<file path="src/rtl/in_pkg.sv">
// Shared types and constants for the input controller.
// Holds the transfer FSM state encoding and the default debounce length.
package in_pkg;

    typedef enum logic [1:0] {
        IDLE         = 2'd0,
        WAIT_PRESS   = 2'd1,
        WAIT_RELEASE = 2'd2,
        DONE         = 2'd3
    } state_t;

    localparam int unsigned DEBOUNCE_DEFAULT = 50000;

endpackage

</file>
<file path="src/rtl/debounce.sv">
// Two-flop synchroniser followed by a counter-based debouncer.
// Ports: clock, reset (sync, active high), raw (async in), level (debounced).
module debounce
    import in_pkg::*;
#(
    parameter int unsigned CYCLES = DEBOUNCE_DEFAULT
) (
    input  logic clock,
    input  logic reset,
    input  logic raw,
    output logic level
);

    localparam logic [15:0] LAST = 16'(CYCLES - 1);

    logic        sync1;
    logic        sync2;
    logic [15:0] count;

    // level flips once sync2 has disagreed with it for CYCLES samples
    // in a row; any sample that agrees restarts the run from zero.
    always_ff @(posedge clock) begin
        if (reset) begin
            sync1 <= 1'b0;
            sync2 <= 1'b0;
            count <= '0;
            level <= 1'b0;
        end else begin
            sync1 <= raw;
            sync2 <= sync1;
            if (sync2 != level) begin
                if (count == LAST) begin
                    level <= sync2;
                    count <= '0;
                end else begin
                    count <= count + 16'd1;
                end
            end else begin
                count <= '0;
            end
        end
    end

endmodule

</file>
<file path="src/rtl/input_ctrl.sv">
// Switch/button input controller: hands a switch value to the CPU per IN request.
// Ports: clock, reset (sync, active high), sw, btn, inreq in; inval, inack,
// waiting, echo_val, echo_display out. Macro INPUT_ECHO_EN enables the echo regs.
module input_ctrl
    import in_pkg::*;
#(
    parameter int unsigned DEBOUNCE_CYCLES = DEBOUNCE_DEFAULT,
    parameter int          WIDTH           = 16
) (
    input  logic             clock,
    input  logic             reset,
    input  logic [WIDTH-1:0] sw,
    input  logic             btn,
    input  logic             inreq,
    output logic [WIDTH-1:0] inval,
    output logic             inack,
    output logic             waiting,
    output logic [WIDTH-1:0] echo_val,
    output logic             echo_display
);

    state_t           state;
    logic [WIDTH-1:0] sw_meta;
    logic [WIDTH-1:0] sw_sync;
    logic [WIDTH-1:0] hold;
    logic             btn_db;
    // Cleared after a transfer; set again once inreq is seen low, so a
    // request held high across DONE cannot start a second transfer.
    logic             armed;

    debounce #(
        .CYCLES(DEBOUNCE_CYCLES)
    ) u_btn_db (
        .clock(clock),
        .reset(reset),
        .raw  (btn),
        .level(btn_db)
    );

    always_ff @(posedge clock) begin
        if (reset) begin
            sw_meta <= '0;
            sw_sync <= '0;
        end else begin
            sw_meta <= sw;
            sw_sync <= sw_meta;
        end
    end

    // WAIT_PRESS is only entered with btn_db low, so btn_db high there
    // marks its rising edge; likewise btn_db low in WAIT_RELEASE.
    always_ff @(posedge clock) begin
        if (reset) begin
            state   <= IDLE;
            inval   <= '0;
            inack   <= 1'b0;
            waiting <= 1'b0;
            hold    <= '0;
            armed   <= 1'b1;
        end else begin
            inack <= 1'b0;
            unique case (state)
                IDLE: begin
                    if (!inreq) begin
                        armed <= 1'b1;
                    end
                    if (inreq && armed && !btn_db) begin
                        state   <= WAIT_PRESS;
                        waiting <= 1'b1;
                    end
                end
                WAIT_PRESS: begin
                    if (!inreq) begin
                        state   <= IDLE;
                        waiting <= 1'b0;
                    end else if (btn_db) begin
                        hold  <= sw_sync;
                        state <= WAIT_RELEASE;
                    end
                end
                WAIT_RELEASE: begin
                    if (!btn_db) begin
                        if (inreq) begin
                            state <= DONE;
                            inval <= hold;
                            inack <= 1'b1;
                        end else begin
                            state   <= IDLE;
                            waiting <= 1'b0;
                        end
                    end
                end
                DONE: begin
                    state   <= IDLE;
                    waiting <= 1'b0;
                    armed   <= ~inreq;
                end
                default: begin
                    state   <= IDLE;
                    waiting <= 1'b0;
                end
            endcase
        end
    end

`ifdef INPUT_ECHO_EN
    always_ff @(posedge clock) begin
        if (reset) begin
            echo_val     <= '0;
            echo_display <= 1'b0;
        end else begin
            echo_val     <= sw_sync;
            echo_display <= waiting;
        end
    end
`else
    assign echo_val     = '0;
    assign echo_display = 1'b0;
`endif

endmodule

</file>
<file path="config.mk">
export PLATFORM = sky130hd
export DESIGN_NAME = input_ctrl
export DESIGN_NICKNAME = d
export VERILOG_FILES = /design/src/rtl/in_pkg.sv /design/src/rtl/debounce.sv /design/src/rtl/input_ctrl.sv
export SDC_FILE = /design/constraint.sdc
export NUM_CORES = 1
export LEC_CHECK = 0
export BUFFER_PORTS_ARGS = -buffer_cell sky130_fd_sc_hd__buf_2
export CAP_MARGIN = 0
export CORE_AREA = 2 2 85 87
export DETAILED_ROUTE_END_ITERATION = 8
export DIE_AREA = 0 0 87 89
export PLACE_DENSITY = 0.75
export SYNTH_ARGS = -nofsm -noshare
export SYNTH_HDL_FRONTEND = slang
export SYNTH_SLANG_ARGS = --single-unit
</file>
<file path="constraint.sdc">
create_clock -name clock -period 1.65 [get_ports clock]
set_input_delay 0.0825 -clock clock [delete_from_list [all_inputs] [get_ports clock]]
set_output_delay 0.0825 -clock clock [all_outputs]
set_load 0.02 [all_outputs]
</file>
* Word-level counts from Yosys, hierarchy flattened
Cells that the tools add are included.
** Storage, ports and cells
- Bits in registers :: 88
- Latch bits :: 0
- Bits in writable memories :: 0
- ROM bits :: 0
- Input port bits :: 20
- Logic and storage cells :: 52
- Memories kept :: 0
** Cells by class
- Add/subtract/negate cells :: 1
- Multipliers :: 0
- Div/mod/pow operators :: 0
- $lt $le $gt $ge :: 0
- Equal/unequal tests :: 9
- Shift-type cells :: 0
- Multiplexer cells :: 13
- Bitwise gates (word level) :: 4
- Reduce and logical (&&, ||, !) cells :: 13
** Operator list (number)
- adder 16 x 1 -> 16 bit, second input constant :: 1
- == test 16 bit, second input constant :: 1
- two-way mux 2 bit :: 5
- AND reduction 3 bit :: 3
- one-hot mux 2 bit (4 select lines) :: 1
- != test 2 bit, second input constant :: 3
- AND reduction 2 bit :: 3
- OR reduction 3 bit :: 2
- two-way mux 1 bit :: 5
- == test 2 bit, second input constant :: 2
- inverter 1 bit :: 4
- one-hot mux 1 bit (4 select lines) :: 1
- != test 3 x 2 -> 1 bit, second input constant :: 1
- == test 2 x 1 -> 1 bit, second input constant :: 1
- logical AND 1 bit :: 2
- zero test 2 bit :: 1
- one-hot mux 1 bit (2 select lines) :: 1
- nonzero test 2 bit :: 1
- zero test 1 bit :: 1
- != test 1 bit :: 1

* Depth between registers and ports, before layout
- Depth after elaboration :: 4
- Gate-level depth with buffers :: 7
- Depth with buffers taken out :: 6

* Cells and area by module
From an unflattened synthesis, not the netlist that was laid out.
** Unflattened totals
- Cells, all modules :: 351
- Area total of the unflattened synthesis :: 3301.9 um^2
** Modules (own cells, without submodules)
- input_ctrl :: times used 1, cells each 264, area an instance 2454.9 um^2
- debounce :: times used 1, cells each 87, area an instance 847.1 um^2

* Worst setup path before layout
No wires, ideal clock.
- Kind :: register to register
- Start :: register u_btn_db.count[0]
- End :: register u_btn_db.count[7]
- Library setup time :: 115 ps
- Arrival :: 1627 ps
- Path slack :: -92 ps
- Cell stages (with the launch flop) :: 7
- Cells stage by stage :: dfxtp_1 ha_1 nand3_1 or4_4 nand2_4 buf_12 nor2_2
** Between the ends
- Longest elaborated chain between the ends :: 2
** RTL lines
- start, declared :: line debounce.sv:18 : logic [15:0] count;
- start signal, assigned :: line debounce.sv:36 : count <= count + 16'd1;
- parallel branches: the longest is 2 deep, another holds adder 16 x 1 -> 16 bit
Parallel ways; which one is timed is not known.
A chain may end at the register's enable or synchronous reset.

* Worst setup path in the final report
- Start :: register u_btn_db.count[4]
- End :: register u_btn_db.count[10]
Same word-level chain as after synthesis.

==> impl_metrics.prom <==
# TYPE chip_impl_metric gauge
chip_impl_info{name="outcome",value="complete, but fails checks"} 1
chip_impl_info{name="violations",value="setup timing"} 1
chip_impl_metric{name="numCtsBuffers",unit=""} 9
chip_impl_metric{name="power_switching_share",unit="%"} 22.3
chip_impl_metric{name="nNetsFinal",unit=""} 443
chip_impl_metric{name="fraction_of_layout_cells_with_a_size_suffix_above_1",unit="%"} 21.6
chip_impl_metric{name="seq_power_share",unit="%"} 56.5
chip_impl_info{name="grt_setup_unrepaired",value="true"} 1
chip_impl_info{name="highest_layer",value="met4"} 1
chip_impl_metric{name="cellInternalPower",unit="W"} 0.00301
chip_impl_metric{name="dieWidth",unit="um"} 87
chip_impl_metric{name="tightestPinTransition",unit="ns"} 0.766
chip_impl_metric{name="worst_ep_arrival_time",unit="ns"} 2.01
chip_impl_metric{name="antenna_found_initial",unit=""} 0
chip_impl_metric{name="post_synth_fa_ha_maj_area_fraction",unit="%"} 1.94
chip_impl_metric{name="detailedRoute.firstPassIterationCount",unit=""} 4
chip_impl_metric{name="detailroute.wirelength.met2",unit="um"} 2520
chip_impl_metric{name="worst_ir_drop_vdd",unit="uV"} 404
chip_impl_metric{name="cts.reportedPaths.clkPinSlew",unit="ns"} 0.09
chip_impl_metric{name="post_synth_num_cell_types",unit=""} 35
chip_impl_metric{name="max_cap_viol_count",unit=""} 0
chip_impl_metric{name="antenna_cells",unit=""} 0
chip_impl_metric{name="syn_to_final_growth",unit="%"} 21.5
chip_impl_metric{name="synthCells",unit=""} 350
chip_impl_info{name="worst-setup-path-type",value="flip-flop to flip-flop"} 1
chip_impl_metric{name="route.layer.met1.wl",unit="um"} 2690
chip_impl_metric{name="period_share",unit="%"} 107
chip_impl_info{name="synth_most_common_cell",value="sky130_fd_sc_hd__dfxtp_1"} 1
chip_impl_metric{name="setup_ws",unit="ns"} -0.108
chip_impl_metric{name="hold_slack",unit="ns"} 0.144
chip_impl_metric{name="number_of_synthesized_flops_with_an_enable_pin",unit=""} 0
chip_impl_info{name="largest_family_of_logic_cells_by_synthesized_area",value="simple AND/OR/NAND/NOR gates"} 1
chip_impl_metric{name="cts.path.max_buffers",unit=""} 2
chip_impl_info{name="worstSetupEndpointType",value="flip-flop"} 1
chip_impl_metric{name="detail_route.iter0.violations",unit=""} 77
chip_impl_info{name="synth_largest_area_cell",value="sky130_fd_sc_hd__dfxtp_1"} 1
chip_impl_metric{name="fin_setup_tns",unit="ns"} -1.48
chip_impl_metric{name="grt_util_all_layers",unit="%"} 14.9
chip_impl_info{name="cts_tree",value="built"} 1
chip_impl_metric{name="ff2ff_setup_slack",unit="ns"} -0.11
chip_impl_metric{name="via_to_cell_ratio",unit=""} 4.68
chip_impl_metric{name="finalHoldViolations",unit=""} 0
chip_impl_metric{name="pre_cts_slack",unit="ns"} -0.0876
chip_impl_metric{name="final-setup-viol-count",unit=""} 16
chip_impl_info{name="standard_cell_with_the_maximum_stage_delay_on_the_critical_path",value="sky130_fd_sc_hd__or4_4"} 1
chip_impl_info{name="hp-class",value="primary input to flip-flop"} 1
chip_impl_metric{name="nFillCells",unit=""} 607
chip_impl_metric{name="max-slew-margin-rel",unit="%"} 48.7
chip_impl_info{name="synth.top_cells.by_area",value="sky130_fd_sc_hd__dfxtp_1 55%, sky130_fd_sc_hd__nand2_1 8.1%, sky130_fd_sc_hd__nor2b_1 6.6%, sky130_fd_sc_hd__a21oi_1 5.3%, sky130_fd_sc_hd__buf_4 4.0%"} 1
chip_impl_metric{name="first_global_vias",unit=""} 2076
chip_impl_metric{name="global_route_wire_length_before_repair",unit="um"} 8900
chip_impl_info{name="worstPathCellList",value="or4bb_1, or4_4, buf_4, nand2_8, nor2_2"} 1
chip_impl_metric{name="netlist.area_leader.share",unit="%"} 54.6
chip_impl_metric{name="clock_insertion_delay_worst_skew",unit="ns"} 0.35
chip_impl_metric{name="layout_min_cycle_time",unit="ns"} 1.76
chip_impl_metric{name="ys_seq_elements",unit=""} 88
chip_impl_metric{name="totalWireLength",unit="um"} 5600
chip_impl_metric{name="dieArea",unit="um2"} 7740
chip_impl_metric{name="postPlaceCellArea",unit="um2"} 3500
chip_impl_metric{name="number_of_port_buffers",unit=""} 37
chip_impl_info{name="most_numerous_cell_types_in_the_synthesized_netlist",value="88 x sky130_fd_sc_hd__dfxtp_1, 70 x sky130_fd_sc_hd__nand2_1, 34 x sky130_fd_sc_hd__a21oi_1, 34 x sky130_fd_sc_hd__nor2b_1, 17 x sky130_fd_sc_hd__buf_4"} 1
chip_impl_metric{name="p_leak",unit="nW"} 1.52
chip_impl_info{name="crit_family",value="simple AND/OR/NAND/NOR gates"} 1
chip_impl_metric{name="clockPowerShare",unit="%"} 37.3
chip_impl_metric{name="hpwlAfterDp",unit="um"} 3680
chip_impl_metric{name="synth_simple_gate_area_share",unit="%"} 25.0
chip_impl_metric{name="synthesis.yosys.warnings",unit=""} 0
chip_impl_metric{name="design.core.area",unit="um2"} 6720
chip_impl_info{name="setup_crit_start_kind",value="flip-flop"} 1
chip_impl_metric{name="clock_sink_count",unit=""} 88
chip_impl_info{name="clk_root_buffer_cell",value="sky130_fd_sc_hd__clkbuf_8"} 1
chip_impl_metric{name="max_freq",unit="GHz"} 0.569
chip_impl_metric{name="synthesized_cell_area",unit="um2"} 3220
chip_impl_metric{name="wl_per_cell",unit="um"} 11.2
chip_impl_metric{name="critPathMaxStageDelay",unit="ns"} 0.52
chip_impl_metric{name="remaining_drc_errors",unit=""} 0
chip_impl_metric{name="rows",unit=""} 30
chip_impl_metric{name="synth.area.mux_share",unit="%"} 0.310
chip_impl_metric{name="detail-route-antenna-nets",unit=""} 0
chip_impl_metric{name="net_switching_component_of_the_power",unit="W"} 0.000862
chip_impl_metric{name="final_cell_area",unit="um2"} 3920
chip_impl_metric{name="final-max-slew-violation-count",unit=""} 0
chip_impl_metric{name="critPathMaxFanout",unit=""} 7
chip_impl_metric{name="initial_core_util",unit="%"} 48.0
chip_impl_metric{name="detailroute.wirelength.met3",unit="um"} 289
chip_impl_metric{name="synthXorXnorAreaFrac",unit="%"} 4.07
chip_impl_metric{name="io_pins",unit=""} 55
chip_impl_metric{name="die_height",unit="um"} 89
chip_impl_metric{name="critPathRequiredTime",unit="ns"} 1.90
chip_impl_metric{name="report.power.total",unit="W"} 0.00387
chip_impl_metric{name="critical_path.n_buffers_inverters",unit=""} 1
chip_impl_metric{name="ys_async_sr_fraction",unit="%"} 0
chip_impl_metric{name="route.vias.total",unit=""} 2351
chip_impl_info{name="synth-main-ff-cell",value="sky130_fd_sc_hd__dfxtp_1"} 1
chip_impl_metric{name="grt_overflow",unit=""} 0
chip_impl_metric{name="comb_power_share",unit="%"} 6.2
chip_impl_metric{name="htree_num_levels",unit=""} 3
chip_impl_metric{name="synth.avg_cell_area",unit="um2"} 9.21
chip_impl_metric{name="grt_max_degree",unit=""} 31
chip_impl_metric{name="place.gp.congestion",unit=""} 0.755
chip_impl_metric{name="synth_compound_gate_area_share",unit="%"} 6.87
chip_impl_metric{name="power.density_cell_area",unit="nW/um2"} 988
chip_impl_metric{name="skew",unit="ns"} 0.0107
chip_impl_metric{name="ys_seq_area_share",unit="%"} 54.6
worst paths after layout:
| kind | start | to | cells past startpoint |
|---|---|---|---|
| min reg2reg | sw_sync[6]$_SDFF_PP0_ | hold[6]$_SDFFE_PP0P_ | 2 |
| max | u_btn_db.count[4]$_SDFF_PP0_ | u_btn_db.count[10]$_SDFF_PP0_ | 5 |
| max reg2reg | u_btn_db.count[4]$_SDFF_PP0_ | u_btn_db.count[10]$_SDFF_PP0_ | 5 |
| min | reset | state[1]$_SDFFE_PP0P_ | 2 |
per-layer routing:
| layer | up-vias | track usage [%] |
|---|---|---|
| li1 | 1234 | - |
| met1 | 1035 | 18.1 |
| met2 | 72 | 23.7 |
| met3 | 10 | 4.25 |
| met4 | 0 | 8.52 |
| met5 | - | 0 |
layout by cell type (no fill, tap or decap), types with 6 or more instances in the layout:
cell type,instances
sky130_fd_sc_hd__dfxtp_1,86
sky130_fd_sc_hd__nand2_1,70
sky130_fd_sc_hd__buf_2,37
sky130_fd_sc_hd__nor2b_1,34
sky130_fd_sc_hd__a21oi_1,34
sky130_fd_sc_hd__buf_4,19
sky130_fd_sc_hd__conb_1,17
sky130_fd_sc_hd__dlygate4sd3_1,17
sky130_fd_sc_hd__xnor2_1,14
sky130_fd_sc_hd__nor2_1,13
sky130_fd_sc_hd__nor2_2,10
sky130_fd_sc_hd__clkbuf_8,10
sky130_fd_sc_hd__inv_1,6
sky130_fd_sc_hd__nor3_1,6
through the flow:
step	instances	utilization (%)
global placement	467	52.1
global route	502	58.3
CTS	499	57.7
finish	502	58.3
floorplan	366	-
detailed placement	467	52.1
cell families after synthesis:
| family | Yosys count |
|---|---|
| other | 1 |
| buffers and inverters | 39 |
| flip-flops | 88 |
| adder cells (fa/ha/maj) | 5 |
| multiplexers | 1 |
| XOR/XNOR | 15 |
| AO/OA/AOI/OAI | 41 |
| AND/OR/NAND/NOR | 160 |
final cells by class:
type                    instances  area (um2)  area share (%)
flip-flops and latches         88        1760            45.0
multi-input cells             240        1340            34.1
repair buffers                 73         498            12.7
clock buffers                  10         138            3.51
well taps                      80         100            2.56
clock inverters                 5        57.6            1.47
inverters                       6        22.5           0.575
sequential cells by signal, summed over array words and instances (netlist names):
register        count
inval              16
u_btn_db.count     16
hold               16
sw_sync            16
state               2
u_btn_db.sync1      1
sw_meta            16
u_btn_db.sync2      1
armed               1
u_btn_db.level      1
inack               1
waiting             1
worst reg2reg max path, cell delays in order, from the launching register on:
cell	delay, ns
sky130_fd_sc_hd__dfxtp_2	0.32
sky130_fd_sc_hd__or4bb_1	0.49
sky130_fd_sc_hd__or4_4	0.52
sky130_fd_sc_hd__buf_4	0.18
sky130_fd_sc_hd__nand2_8	0.09
sky130_fd_sc_hd__nor2_2	0.05
power by group through the flow:
stage          registers, W  logic [W]  clock network, W
4_1_cts             0.00219   0.000234           0.00148
6_report            0.00219   0.000241           0.00144
2_1_floorplan       0.00224   0.000180                 0
3_5_place_dp        0.00224   0.000202                 0
3_3_place_gp        0.00224   0.000198                 0
5_1_grt             0.00219   0.000264           0.00157
what timing repair did:
| item | 4_1_cts | 5_1_grt |
|---|---|---|
| setup buffers | 0 | 2 |
| hold buffers | 17 | 0 |
| resized for setup | 1 | 4 |
| cloned | 0 | 1 |
| endpoints found under the hold margin | 17 | 0 |
| setup endpoints to repair | 16 | 33 |
Power figures use the tool's default switching activity.
